`config.mk`:
```
export PLATFORM = sky130hd
export DESIGN_NAME = gray_codec_pipe
export DESIGN_NICKNAME = d
export VERILOG_FILES = /design/src/rtl/gray_pkg.sv /design/src/rtl/gray_adj_check.sv /design/src/rtl/gray_codec_pipe.sv
export SDC_FILE = /design/constraint.sdc
export NUM_CORES = 1
export LEC_CHECK = 0
export ABC_AREA = 1
export CAP_MARGIN = 10
export CORE_ASPECT_RATIO = 1.5
export CORE_MARGIN = 5
export CORE_UTILIZATION = 45
export CTS_CLUSTER_SIZE = 16
export DETAILED_ROUTE_END_ITERATION = 8
export GPL_ROUTABILITY_DRIVEN = 1
export PLACE_DENSITY_LB_ADDON = 0.3
export SLEW_MARGIN = 40
export SYNTH_ARGS = -nofsm -noshare
export SYNTH_HDL_FRONTEND = slang
export SYNTH_HIERARCHICAL = 1
export SYNTH_SLANG_ARGS = --single-unit
```
`constraint.sdc`:
```
create_clock -name clk -period 2.96 [get_ports clk]
set_clock_uncertainty 0.05 [all_clocks]
set_input_delay 0.888 -clock clk [delete_from_list [all_inputs] [get_ports clk]]
set_output_delay 0.888 -clock clk [all_outputs]
set_load 0.005 [all_outputs]
```
`src/rtl/gray_pkg.sv`:
```
// Shared Gray-code helpers and mode encodings for the Gray codec pipeline.
package gray_pkg;

  localparam logic        MODE_G2B = 1'b0;
  localparam logic        MODE_B2G = 1'b1;
  localparam int unsigned MAX_W    = 32;
  localparam int unsigned CNT_W    = 16;
  localparam int unsigned POP_W    = 6;

  // Mask selecting the low w bits of a MAX_W-bit word.
  function automatic logic [MAX_W-1:0] width_mask(input int unsigned w);
    logic [MAX_W-1:0] m;
    m = '0;
    for (int unsigned i = 0; i < MAX_W; i++) begin
      m[i] = (i < w);
    end
    return m;
  endfunction

  // Gray to binary: each binary bit is the XOR of all Gray bits at or above it.
  function automatic logic [MAX_W-1:0] gray2bin(input logic [MAX_W-1:0] g,
                                                input int unsigned w);
    logic [MAX_W-1:0] gm;
    logic [MAX_W-1:0] b;
    logic             acc;
    gm  = g & width_mask(w);
    b   = '0;
    acc = 1'b0;
    for (int i = int'(MAX_W) - 1; i >= 0; i--) begin
      acc  = acc ^ gm[i];
      b[i] = acc;
    end
    return b;
  endfunction

  // Binary to Gray: word XOR its logical right shift.
  function automatic logic [MAX_W-1:0] bin2gray(input logic [MAX_W-1:0] b,
                                                input int unsigned w);
    logic [MAX_W-1:0] bm;
    bm = b & width_mask(w);
    return bm ^ (bm >> 1);
  endfunction

  // Number of set bits among the low w bits.
  function automatic logic [POP_W-1:0] popcount(input logic [MAX_W-1:0] x,
                                                input int unsigned w);
    logic [MAX_W-1:0] xm;
    logic [POP_W-1:0] n;
    xm = x & width_mask(w);
    n  = '0;
    for (int unsigned i = 0; i < MAX_W; i++) begin
      n = n + POP_W'(xm[i]);
    end
    return n;
  endfunction

endpackage

```
`src/rtl/gray_adj_check.sv`:
```
// Gray adjacency checker: compares each accepted Gray word with the previous one
// and keeps a saturating count of words that changed more than one bit.
module gray_adj_check
  import gray_pkg::*;
#(
  parameter int unsigned WIDTH = 4
) (
  input  logic             clk,
  input  logic             rst,
  input  logic             accept,
  input  logic             mode,
  input  logic [WIDTH-1:0] data,
  input  logic             err_clr,
  output logic             err_c,
  output logic [CNT_W-1:0] err_count
);

  logic [WIDTH-1:0] ref_q, ref_d;
  logic             ref_valid_q, ref_valid_d;
  logic [CNT_W-1:0] cnt_q, cnt_d;
  logic [POP_W-1:0] diff_c;

  assign err_count = cnt_q;

  // Error flag for the current input word plus reference/counter next state.
  always_comb begin
    ref_d       = ref_q;
    ref_valid_d = ref_valid_q;
    cnt_d       = cnt_q;
    err_c       = 1'b0;
    diff_c      = popcount(MAX_W'(data ^ ref_q), WIDTH);

    if ((mode == MODE_G2B) && ref_valid_q && (diff_c > POP_W'(1))) begin
      err_c = 1'b1;
    end

    if (accept) begin
      if (mode == MODE_G2B) begin
        ref_d       = data;
        ref_valid_d = 1'b1;
      end else begin
        ref_valid_d = 1'b0;
      end
      if (err_c && (cnt_q != '1)) begin
        cnt_d = cnt_q + CNT_W'(1);
      end
    end

    // Clear wins over a same-cycle increment.
    if (err_clr) begin
      cnt_d = '0;
    end
  end

  // Reference word, its valid flag and the error counter.
  always_ff @(posedge clk) begin
    if (rst) begin
      ref_q       <= '0;
      ref_valid_q <= 1'b0;
      cnt_q       <= '0;
    end else begin
      ref_q       <= ref_d;
      ref_valid_q <= ref_valid_d;
      cnt_q       <= cnt_d;
    end
  end

endmodule

```
`src/rtl/gray_codec_pipe.sv`:
```
// Two-stage valid/ready pipeline converting Gray<->binary per word, with an
// optional adjacency checker whose flag travels alongside each word.
module gray_codec_pipe
  import gray_pkg::*;
#(
  parameter int unsigned WIDTH    = 4,
  parameter int unsigned CHECK_EN = 1
) (
  input  logic             clk,
  input  logic             rst,
  input  logic             in_valid,
  output logic             in_ready,
  input  logic             in_mode,
  input  logic [WIDTH-1:0] in_data,
  output logic             out_valid,
  input  logic             out_ready,
  output logic [WIDTH-1:0] out_data,
  output logic             out_mode,
  output logic             out_err,
  input  logic             err_clr,
  output logic [15:0]      err_count
);

  logic             s1_valid_q, s1_valid_d;
  logic [WIDTH-1:0] s1_data_q, s1_data_d;
  logic             s1_mode_q, s1_mode_d;
  logic             s1_err_q, s1_err_d;
  logic             out_valid_q, out_valid_d;
  logic [WIDTH-1:0] out_data_q, out_data_d;
  logic             out_mode_q, out_mode_d;
  logic             out_err_q, out_err_d;
  logic [WIDTH-1:0] conv_c;
  logic             err_c;
  logic             accept_c;

  // The whole pipe moves together whenever the output slot is free or draining.
  assign in_ready  = !out_valid_q || out_ready;
  assign accept_c  = in_valid && in_ready;
  assign out_valid = out_valid_q;
  assign out_data  = out_data_q;
  assign out_mode  = out_mode_q;
  assign out_err   = out_err_q;

  if (CHECK_EN != 0) begin : g_check
    gray_adj_check #(.WIDTH(WIDTH)) u_check (
      .clk       (clk),
      .rst       (rst),
      .accept    (accept_c),
      .mode      (in_mode),
      .data      (in_data),
      .err_clr   (err_clr),
      .err_c     (err_c),
      .err_count (err_count)
    );
  end else begin : g_no_check
    assign err_c     = 1'b0;
    assign err_count = '0;
  end

  // Conversion of the incoming word in the selected direction.
  always_comb begin
    conv_c = '0;
    if (in_mode == MODE_G2B) begin
      conv_c = WIDTH'(gray2bin(MAX_W'(in_data), WIDTH));
    end else begin
      conv_c = WIDTH'(bin2gray(MAX_W'(in_data), WIDTH));
    end
  end

  // Stage advance: S1 into the output register, input into S1.
  always_comb begin
    s1_valid_d  = s1_valid_q;
    s1_data_d   = s1_data_q;
    s1_mode_d   = s1_mode_q;
    s1_err_d    = s1_err_q;
    out_valid_d = out_valid_q;
    out_data_d  = out_data_q;
    out_mode_d  = out_mode_q;
    out_err_d   = out_err_q;
    if (in_ready) begin
      out_valid_d = s1_valid_q;
      out_data_d  = s1_data_q;
      out_mode_d  = s1_mode_q;
      out_err_d   = s1_err_q;
      s1_valid_d  = in_valid;
      s1_data_d   = conv_c;
      s1_mode_d   = in_mode;
      s1_err_d    = err_c && in_valid;
    end
  end

  // Pipeline registers.
  always_ff @(posedge clk) begin
    if (rst) begin
      s1_valid_q  <= 1'b0;
      s1_data_q   <= '0;
      s1_mode_q   <= 1'b0;
      s1_err_q    <= 1'b0;
      out_valid_q <= 1'b0;
      out_data_q  <= '0;
      out_mode_q  <= 1'b0;
      out_err_q   <= 1'b0;
    end else begin
      s1_valid_q  <= s1_valid_d;
      s1_data_q   <= s1_data_d;
      s1_mode_q   <= s1_mode_d;
      s1_err_q    <= s1_err_d;
      out_valid_q <= out_valid_d;
      out_data_q  <= out_data_d;
      out_mode_q  <= out_mode_d;
      out_err_q   <= out_err_d;
    end
  end

endmodule
```
Word-level counts from Yosys, hierarchy flattened
Index checks and enable logic that the tools add are counted.
W data, S select, Z words.
{"block": "totals", "wordCells": 36, "out_inout_bits": 24, "input_bits": 10, "regBits": 35}
{"block": "classes", "n_lt_le_gt_ge": 1, "n_eq_ne": 1, "n_reduce_logical": 10, "n_addsub": 4, "bitwise": 6, "n_mux": 3}
{"cell": "$add A16 B1 Y16 const B", "count": 1}
{"cell": "$ne A16 B16 Y1 const B", "count": 1}
{"cell": "$add A6 B1 Y6", "count": 2}
{"cell": "$gt A6 B1 Y1 const B", "count": 1}
{"cell": "$logic_and A1 B1 Y1", "count": 5}
{"cell": "$mux W4", "count": 1}
{"cell": "$reduce_and A2 Y1", "count": 2}
{"cell": "$xor A4 B3 Y4", "count": 1}
{"cell": "$xor A4 B4 Y4", "count": 1}
{"cell": "$xor A1 B1 Y1", "count": 3}
{"cell": "$add A1 B1 Y2", "count": 1}
{"cell": "$mux W1", "count": 2}
{"cell": "$reduce_or A2 Y1", "count": 1}
{"cell": "$logic_not A1 Y1", "count": 1}
{"cell": "$logic_or A1 B1 Y1", "count": 1}
{"cell": "$not A1 Y1", "count": 1}

Longest topological paths before layout
Gate-level depths: netlist of run 1.
{"block": "depth", "depth_word": 9, "mapped_depth": 13}

Modules after synthesis
Netlist of run 1, hierarchy kept.
{"mod": "gray_adj_check", "area_each_um2": 1163.6, "n_inst": 1, "cells_per_inst": 181}
{"mod": "gray_codec_pipe", "area_each_um2": 579.3, "n_inst": 1, "cells_per_inst": 77}

Worst setup path before layout of run 1
No wires, ideal clock.
{"block": "synth_path", "kind": "in2reg", "from": "input port in_data[1]", "to": "register g_check.u_check.cnt_q[13] (netlist: g_check.u_check/err_count[13])", "setup_ps": 115, "arrival_time_ps": 2223, "cell_stages": 11, "setup_slack_ps": 572, "path_cell_list": "xnor2_1 > fa_1 > inv_1 > nand3_1 > nand2_1 > nand2_1 > nor2_2 > buf_6 > nand3_1 > nand2_1 > nor2_1"}
{"block": "synth_between", "elab_chain_len": 9}
{"item": "start: declaration", "line": "gray_codec_pipe.sv:14", "text": "input logic [WIDTH-1:0] in_data,"}
{"item": "$xor A4 B4 Y4", "line": "gray_adj_check.sv:31", "text": "diff_c = popcount(MAX_W'(data ^ ref_q), WIDTH);"}
{"item": "$add A1 B1 Y2", "line": "gray_pkg.sv:52", "text": "n = n + POP_W'(xm[i]);"}
{"item": "$add A6 B1 Y6 (2 in a row)", "line": "gray_pkg.sv:52"}
{"item": "$gt A6 B1 Y1", "line": "gray_adj_check.sv:33", "text": "if ((mode == MODE_G2B) && ref_valid_q && (diff_c > POP_W'(1))) begin"}
{"item": "$logic_and A1 B1 Y1", "line": "gray_adj_check.sv:33"}
{"item": "$mux W1", "line": "gray_adj_check.sv:33"}
{"item": "$logic_and A1 B1 Y1", "line": "gray_adj_check.sv:44", "text": "if (err_c && (cnt_q != '1)) begin"}
{"item": "$reduce_and A2 Y1 (no line)"}
{"item": "end signal: assignment", "line": "gray_adj_check.sv:64", "text": "cnt_q <= cnt_d;"}
{"item": "end: declaration", "line": "gray_adj_check.sv:20", "text": "logic [CNT_W-1:0] cnt_q, cnt_d;"}
No other way between the ends.
A chain may end at the register's enable or synchronous reset.

Worst setup path in the final report of run 1
{"block": "layout_path", "from": "input port out_ready", "to": "output port in_ready"}
{"block": "layout_between", "elab_chain_len": 1}
{"item": "start: declaration", "line": "gray_codec_pipe.sv:16", "text": "input logic out_ready,"}
{"item": "$logic_or A1 B1 Y1", "line": "gray_codec_pipe.sv:37", "text": "assign in_ready = !out_valid_q || out_ready;"}
{"item": "end: declaration", "line": "gray_codec_pipe.sv:12", "text": "output logic in_ready,"}
No other way between the ends.

==> metrics.md, run 1 <==
| Metric | Value |
|---|---|
| Crit path capture type | `primary output` |
| Max cap viols | `0` |
| WHS Path Cells | `2` |
| CTS Buf Count | `5` |
| Syn. warnings | `6` |
| Gr ovfl total | `0` |
| Hold Path Class | `register to register` |
| Setup bufs post-CTS | `0` |
| Seq/Total Area, Yosys | `0.402` |
| Number of distinct library cells after synthesis | `27` |
| FF+latch count, synth | `35` |
| Row count | `27` |
| Avg Inst Size Synth | `6.76 sq um` |
| Final Hold Viols | `0` |
| Setup tns final | `0 ns` |
| Cell Int Power | `about 0.00072 W` |
| Layout net count | `between 300 and 400` |
| Outcome | `completed` |
| Pin count of the biggest net entering global routing | `18` |
| Mapped Area | `1740 sq um` |
| Global-route wire length before repair | `~6500 microns` |
| H-tree Lvls | `2` |
| Post-DR vias/cell | `4.93` |
| R2R cell count | `11` |
| Max-slew headroom | `0.758` |
| Clock Tree Buf Depth | `2` |
| Crit share post-route | `0.987` |
| CP startpoint kind | `primary input` |
| DP HPWL | `between 2000 and 3000 microns` |
| WL per Instance | `~11 microns` |
| Worst skew pair latency | `0.28 ns` |
| Leakage | `between 0.9 and 1 nW` |
| All-layer global routing usage | `0.160` |
| Psw | `around 0.00022 W` |
| CTS sink cnt | `35` |
| Layout cells sized above 1 | `0.0861` |
| Worst R2R End | `g_check.u_check/err_count[8]$_SDFFE_PP0P_` |
| Port buffer count | `33` |
| Tightest Pin Transition | `between 0.3 and 0.4 ns` |
| Vias in the first global route | `1580` |
| CTS tree | `yes` |
| Crit Path Max Fanout | `2` |
| Post-Syn Nets | `270` |
| Logic pwr share | `0.117` |
| GP Congestion | `about 0.81` |
| Initial antenna violation count | `0` |
| Net Sw Frac | `0.235` |
| Reg clk slew, reported paths | `around 0.070 ns` |
| HP Start | `s1_err_q$_SDFFE_PP0P_` |
| Root Buffer | `clkbuf_8` |
| Clock power frac | `0.360` |
| Sink of the worst hold path | `s1_err_q$_SDFFE_PP0P_` |
| Setup violators final | `0` |
| Final hold slack | `0.411 ns` |
| Die area | `~5200 sq um` |
| Max Freq | `342 MHz` |
| Critical Path RT | `2.02 ns` |
| I/O pins | `34` |
| Post-synthesis adder-cell area fraction | `0.0187` |
| Hold-fix buffers, CTS | `0` |
| Post-Synth XOR/XNOR Area | `0.0201` |
| Crit path kind | `primary input to primary output` |
| Antenna Cells | `0` |
| RSZ-0062 raised after global routing | `false` |
| Dpl cell area | `around 2100 sq um` |
| Worst IR Drop VDD | `0.000303 V` |
| Max-slew violations | `0` |
| Critical Path AT | `~2 ns` |
| Detail Route Antenna Nets | `0` |
| DRC violations left | `0` |
| Die Wd | `60.8 microns` |
| Seq pwr share | `0.524` |
| Vias | `between 1500 and 2000` |
| Starting Density | `0.469` |
| PD cells | `about 420 nW/um^2` |
| Worst R2R Start | `g_check.u_check/ref_q[1]$_SDFFE_PP0P_` |
| Total routed wirelength | `between 3000 and 4000 microns` |
| Post-cts resize count | `0` |
| 1st-iter DRT viols | `41` |
| Crit path from | `out_ready` |
| Post-synthesis mux area share | `0` |
| Mapped Cells | `approximately 260` |
| Core area | `between 3000 and 4000 sq um` |
| R2R setup slack | `approximately 1.1 ns` |
| Min Tclk post-route | `slightly below 3 ns` |
| Final non-filler cell area | `2240 sq um` |
| Largest family of logic cells by synthesized area | `simple AND/OR/NAND/NOR gates` |
| Die Ht | `around 86 microns` |
| Complex-gate fraction of the synthesized area | `0.112` |
| Simple-Gate Fraction of Synth Area | `0.350` |
| TritonRoute pass-1 iters | `4` |
| Area grow syn2layout | `28.3%` |
## kinds of logic after synthesis
logic type                 after synthesis
AOI/OAI and AO/OA                       38
xor gates and xnor gates                 4
adders and majority gates                2
buffers and inverters                   35
DFF                                     35
and+or+nand+nor                        144
## cell usage after synthesis, drive strengths merged
library cell,instances,area (sq um)
ha,1,12.5
o21ai,11,55.1
nor3,2,10.0
and3,1,6.26
nand3b,2,15.0
inv,28,108
a21oi,24,120
fa,1,20.0
xnor2,3,26.3
dfxtp,35,701
nor2,55,219
nand3,22,115
buf,6,57.6
nand4,3,18.8
nand2,59,226
clkbuf,1,3.75
a211oi,1,7.51
a31oi,2,12.5
xor2,1,8.76
## power by group through the flow
| stage | Sequential (W) | Clock [W] | Combinational [W] |
|---|---|---|---|
| after floorplan | 0.000505 | 0 | 0.0000650 |
| after global placement | 0.000505 | 0 | 0.000111 |
| after detailed placement | 0.000505 | 0 | 0.000112 |
| after CTS | 0.000495 | 0.000352 | 0.000112 |
| after global routing | 0.000496 | 0.000372 | 0.000126 |
| final | 0.000495 | 0.000340 | 0.000110 |
## worst max path at each step
| stage | end | slack (ns) |
|---|---|---|
| final | in_ready | 0.04 |
| after global placement | in_ready | 0.03 |
| after CTS | in_ready | 0.03 |
| after floorplan | g_check.u_check/err_count[13]$_SDFFE_PP0P_ | 0.57 |
| after global routing | in_ready | 0.005 |
| after detailed placement | g_check.u_check/err_count[12]$_SDFFE_PP0P_ | 0.01 |
## layer usage
metal  part of all wire  global-route usage  up-vias
met1               0.40               0.172      756
met4              0.020              0.0690        0
met3              0.054              0.0402        6
li1                   -                   -      905
met5                  0                   0        -
met2               0.52               0.283       33
## final cells by class
type	instances	area, sq um
clock buffer	6	82.6
clock inverter	1	5.00
fill	362	1480
inverter	28	108
multi-input combinational	188	873
sequential	35	701
tap	43	53.8
timing repair buffer	44	413
## layout by cell type, fill, tap and decap left out, drive strengths merged, types with 2 or more instances in the layout
cell type | synthesis | final
nand2 | 59 | 59
clkbuf | 1 | 6
nor2 | 55 | 55
inv | 28 | 28
nand3 | 22 | 22
buf | 6 | 11
xnor2 | 3 | 3
a21oi | 24 | 24
nor3 | 2 | 2
o21ai | 11 | 11
clkdlybuf4s50 | 0 | 33
a31oi | 2 | 2
nand4 | 3 | 3
nand3b | 2 | 2
dfxtp | 35 | 35
## flip-flops by register name (all words and copies together), names as in the netlist
register,count
s1_mode_q,1
s1_err_q,1
out_mode,1
g_check.u_check/ref_valid_q,1
s1_valid_q,1
out_valid,1
out_err,1
out_data,4
s1_data_q,4
g_check.u_check/ref_q,4
g_check.u_check/err_count,16
## metrics by stage
| stage | setup slack (ns) | cells | total power, W | utilization |
|---|---|---|---|---|
| after floorplan | 0.572 | 258 | 0.000570 | - |
| after CTS | 0.0277 | 345 | 0.000959 | 0.602 |
| after detailed placement | 0.00992 | 338 | 0.000617 | 0.578 |
| final | 0.0397 | 345 | 0.000945 | 0.602 |
| after global routing | 0.00549 | 345 | 0.000994 | 0.602 |
| after global placement | 0.0339 | 338 | 0.000615 | 0.578 |
## worst max-delay path, cell delays in order
cell,delay [ns]
clkdlybuf4s50_1,0.50
nor2_4,0.06
inv_4,0.05
clkdlybuf4s50_1,0.48
(Power assumes the default switching activity.)
==> run 2, diff against run 1 <==
--- a/config.mk
+++ b/config.mk
@@ -6,7 +6,7 @@
 export NUM_CORES = 1
 export LEC_CHECK = 0
 export ABC_AREA = 1
-export CAP_MARGIN = 10
+export CAP_MARGIN = 20
 export CORE_ASPECT_RATIO = 1.5
 export CORE_MARGIN = 5
 export CORE_UTILIZATION = 45
@@ -14,7 +14,7 @@
 export DETAILED_ROUTE_END_ITERATION = 8
 export GPL_ROUTABILITY_DRIVEN = 1
 export PLACE_DENSITY_LB_ADDON = 0.3
-export SLEW_MARGIN = 40
+export SLEW_MARGIN = 30
 export SYNTH_ARGS = -nofsm -noshare
 export SYNTH_HDL_FRONTEND = slang
 export SYNTH_HIERARCHICAL = 1
==> constraint.sdc (replaced) <==
create_clock -name clk -period 3.35 [get_ports clk]
set_clock_uncertainty 0.05 [all_clocks]
set_input_delay 1.005 -clock clk [delete_from_list [all_inputs] [get_ports clk]]
set_output_delay 1.005 -clock clk [all_outputs]
set_load 0.005 [all_outputs]
==> run 2 against run 1 <==
Compared with the run above: combinational power down 14%; worst setup slack better by 0.15 ns; critical path depth unchanged; core utilization down 0.98 points; register-to-register slack better by 0.34 ns; clock power down 16%; non-clock buffer count down 4; wire length up 0.33%; hold slack better by 0.0049 ns; largest cell class unchanged.
==> metrics.md, run 2 (same netlist as run 1, synthesis figures left out) <==
| Metric | Value |
|---|---|
| Port buffer count | `33 (unchanged)` |
| Crit path kind | `primary input to primary output` |
| Gr ovfl total | `0 (unchanged)` |
| Final hold slack | `0.416 ns (+0.00489 ns)` |
| PD cells | `371 nW/um^2 (-12%)` |
| DP HPWL | `2830 microns (+1.1%)` |
| Hold-fix buffers, CTS | `0 (unchanged)` |
| Detail Route Antenna Nets | `0 (unchanged)` |
| TritonRoute pass-1 iters | `4 (unchanged)` |
| Post-DR vias/cell | `4.91 (-0.31%)` |
| WL per Instance | `10.8 microns (+1.2%)` |
| CTS Buf Count | `5 (unchanged)` |
| Max-slew violations | `0 (unchanged)` |
| Setup violators final | `0 (unchanged)` |
| I/O pins | `34 (unchanged)` |
| Pin count of the biggest net entering global routing | `21 (+3)` |
| RSZ-0062 raised after global routing | `false` |
| Layout net count | `310 (-1.3%)` |
| Die Wd | `60.8 microns (unchanged)` |
| Most common cell after layout, fill and taps aside | `nand2_1` |
| Outcome | `completed` |
| Reg area | `701 sq um (unchanged)` |
| Setup bufs post-CTS | `0 (unchanged)` |
| Commonest non-fill, non-tap cells in the layout | `nand2_1, nor2_1, dfxtp_1, clkdlybuf4s50_1, inv_1` |
| All-layer global routing usage | `0.160 (about the same)` |
| Hold Path Class | `register to register` |
| Core area | `3720 sq um (unchanged)` |
| Setup tns final | `0 ns (unchanged)` |
| Root Buffer | `clkbuf_8` |
| Clock Tree Buf Depth | `2 (unchanged)` |
| Crit share post-route | `0.943` |
| CP startpoint kind | `primary input` |
| 1st-iter DRT viols | `47 (+15%)` |
| Min Tclk post-route | `between 3 and 4 ns` |
| Worst skew pair latency | `0.28 ns (about the same)` |
| Leakage | `0.882 nW (-2.8%)` |
| CTS sink cnt | `35 (unchanged)` |
| Final-layout fill cell count | `374 (+3.3%)` |
| Max cap viols | `0 (unchanged)` |
| Die area | `5240 sq um (unchanged)` |
| Total routed wirelength | `3700 microns (+0.33%)` |
| Total power | `0.000817 W (-14%)` |
| Post-cts resize count | `0 (unchanged)` |
| Starting Density | `0.469 (unchanged)` |
| Worst IR Drop VDD | `0.000249 V (-18%)` |
| Critical Path AT | `2.11 ns (+0.13 ns)` |
| Initial antenna violation count | `0 (unchanged)` |
| Multi-input gate area | `873 sq um (unchanged)` |
| Vias in the first global route | `1617 (+2.3%)` |
| Vias | `1680 (-1.2%)` |
| Crit path capture type | `primary output` |
| Antenna Cells | `0 (unchanged)` |
| Final Hold Viols | `0 (unchanged)` |
| Critical Path RT | `2.29 ns (+0.27 ns)` |
| Max-slew headroom | `0.752 (-0.00513)` |
| Max reg flops | `16 (unchanged)` |
| Area grow syn2layout | `26.2%` |
| Crit Path Max Fanout | `3 (+1)` |
| Global-route wire length before repair | `6530 microns (+0.96%)` |
| H-tree Lvls | `2 (unchanged)` |
| CTS tree | `yes` |
| Max Freq | `approximately 320 MHz` |
| Reg clk slew, reported paths | `0.06 ns (about the same)` |
| Die Ht | `86.2 microns (unchanged)` |
| DRC violations left | `0 (unchanged)` |
| Layout cells sized above 1 | `0.0702 (-0.0159)` |
| Tightest Pin Transition | `0.370 ns (+0.00768 ns)` |
| Row count | `27 (unchanged)` |
| GP Congestion | `0.796 (-2.0%)` |
-- run 2: area by class of cell --
type,instances,area share
Multi-Input combinational cell,188,0.397
Sequential cell,35,0.319
Timing Repair Buffer,40,0.174
Inverter,28,0.0489
Clock buffer,7,0.0347
Tap cell,43,0.0245
Clock inverter,1,0.00228
-- run 2: path summary, 6_finish.rpt --
kind	startpoint	endpoint	slack (ns)	cells after the start
max reg2reg	g_check.u_check/ref_q[1]$_SDFFE_PP0P_	g_check.u_check/err_count[9]$_SDFFE_PP0P_	1.40	11
max	out_ready	in_ready	0.19	4
min	s1_err_q$_SDFFE_PP0P_	s1_err_q$_SDFFE_PP0P_	0.42	2
min reg2reg	s1_err_q$_SDFFE_PP0P_	s1_err_q$_SDFFE_PP0P_	0.42	2
-- run 2: worst max-delay path, stage by stage --
cell	delay, ns
clkdlybuf4s50_1	0.50
nor2_4	0.06
inv_4	0.05
clkdlybuf4s50_1	0.49
-- run 2: per-layer routing --
layer,up-vias,global-route usage,routed length [microns],part of all wire
met4,0,0.0789,78,0.021
met2,33,0.284,1910,0.52
li1,905,-,-,-
met5,-,0,0,0
met3,7,0.0387,173,0.047
met1,735,0.167,1530,0.41
-- run 2: power by group --
part	leakage, nW	switching, W	internal [W]
clock	0.0422	0.000139	0.000146
combinational	0.554	0.0000502	0.0000448
sequential	0.285	0.00000645	0.000430
-- run 2: metrics by stage --
stage	setup WS, ns	util	std cells	instance area, sq um
2_1_floorplan	0.845	-	258	1740
3_5_place_dp	0.181	0.570	334	2120
3_3_place_gp	0.182	0.570	334	2120
5_1_grt	0.152	0.592	342	2200
4_1_cts	0.176	0.592	342	2200
6_report	0.189	0.592	342	2200
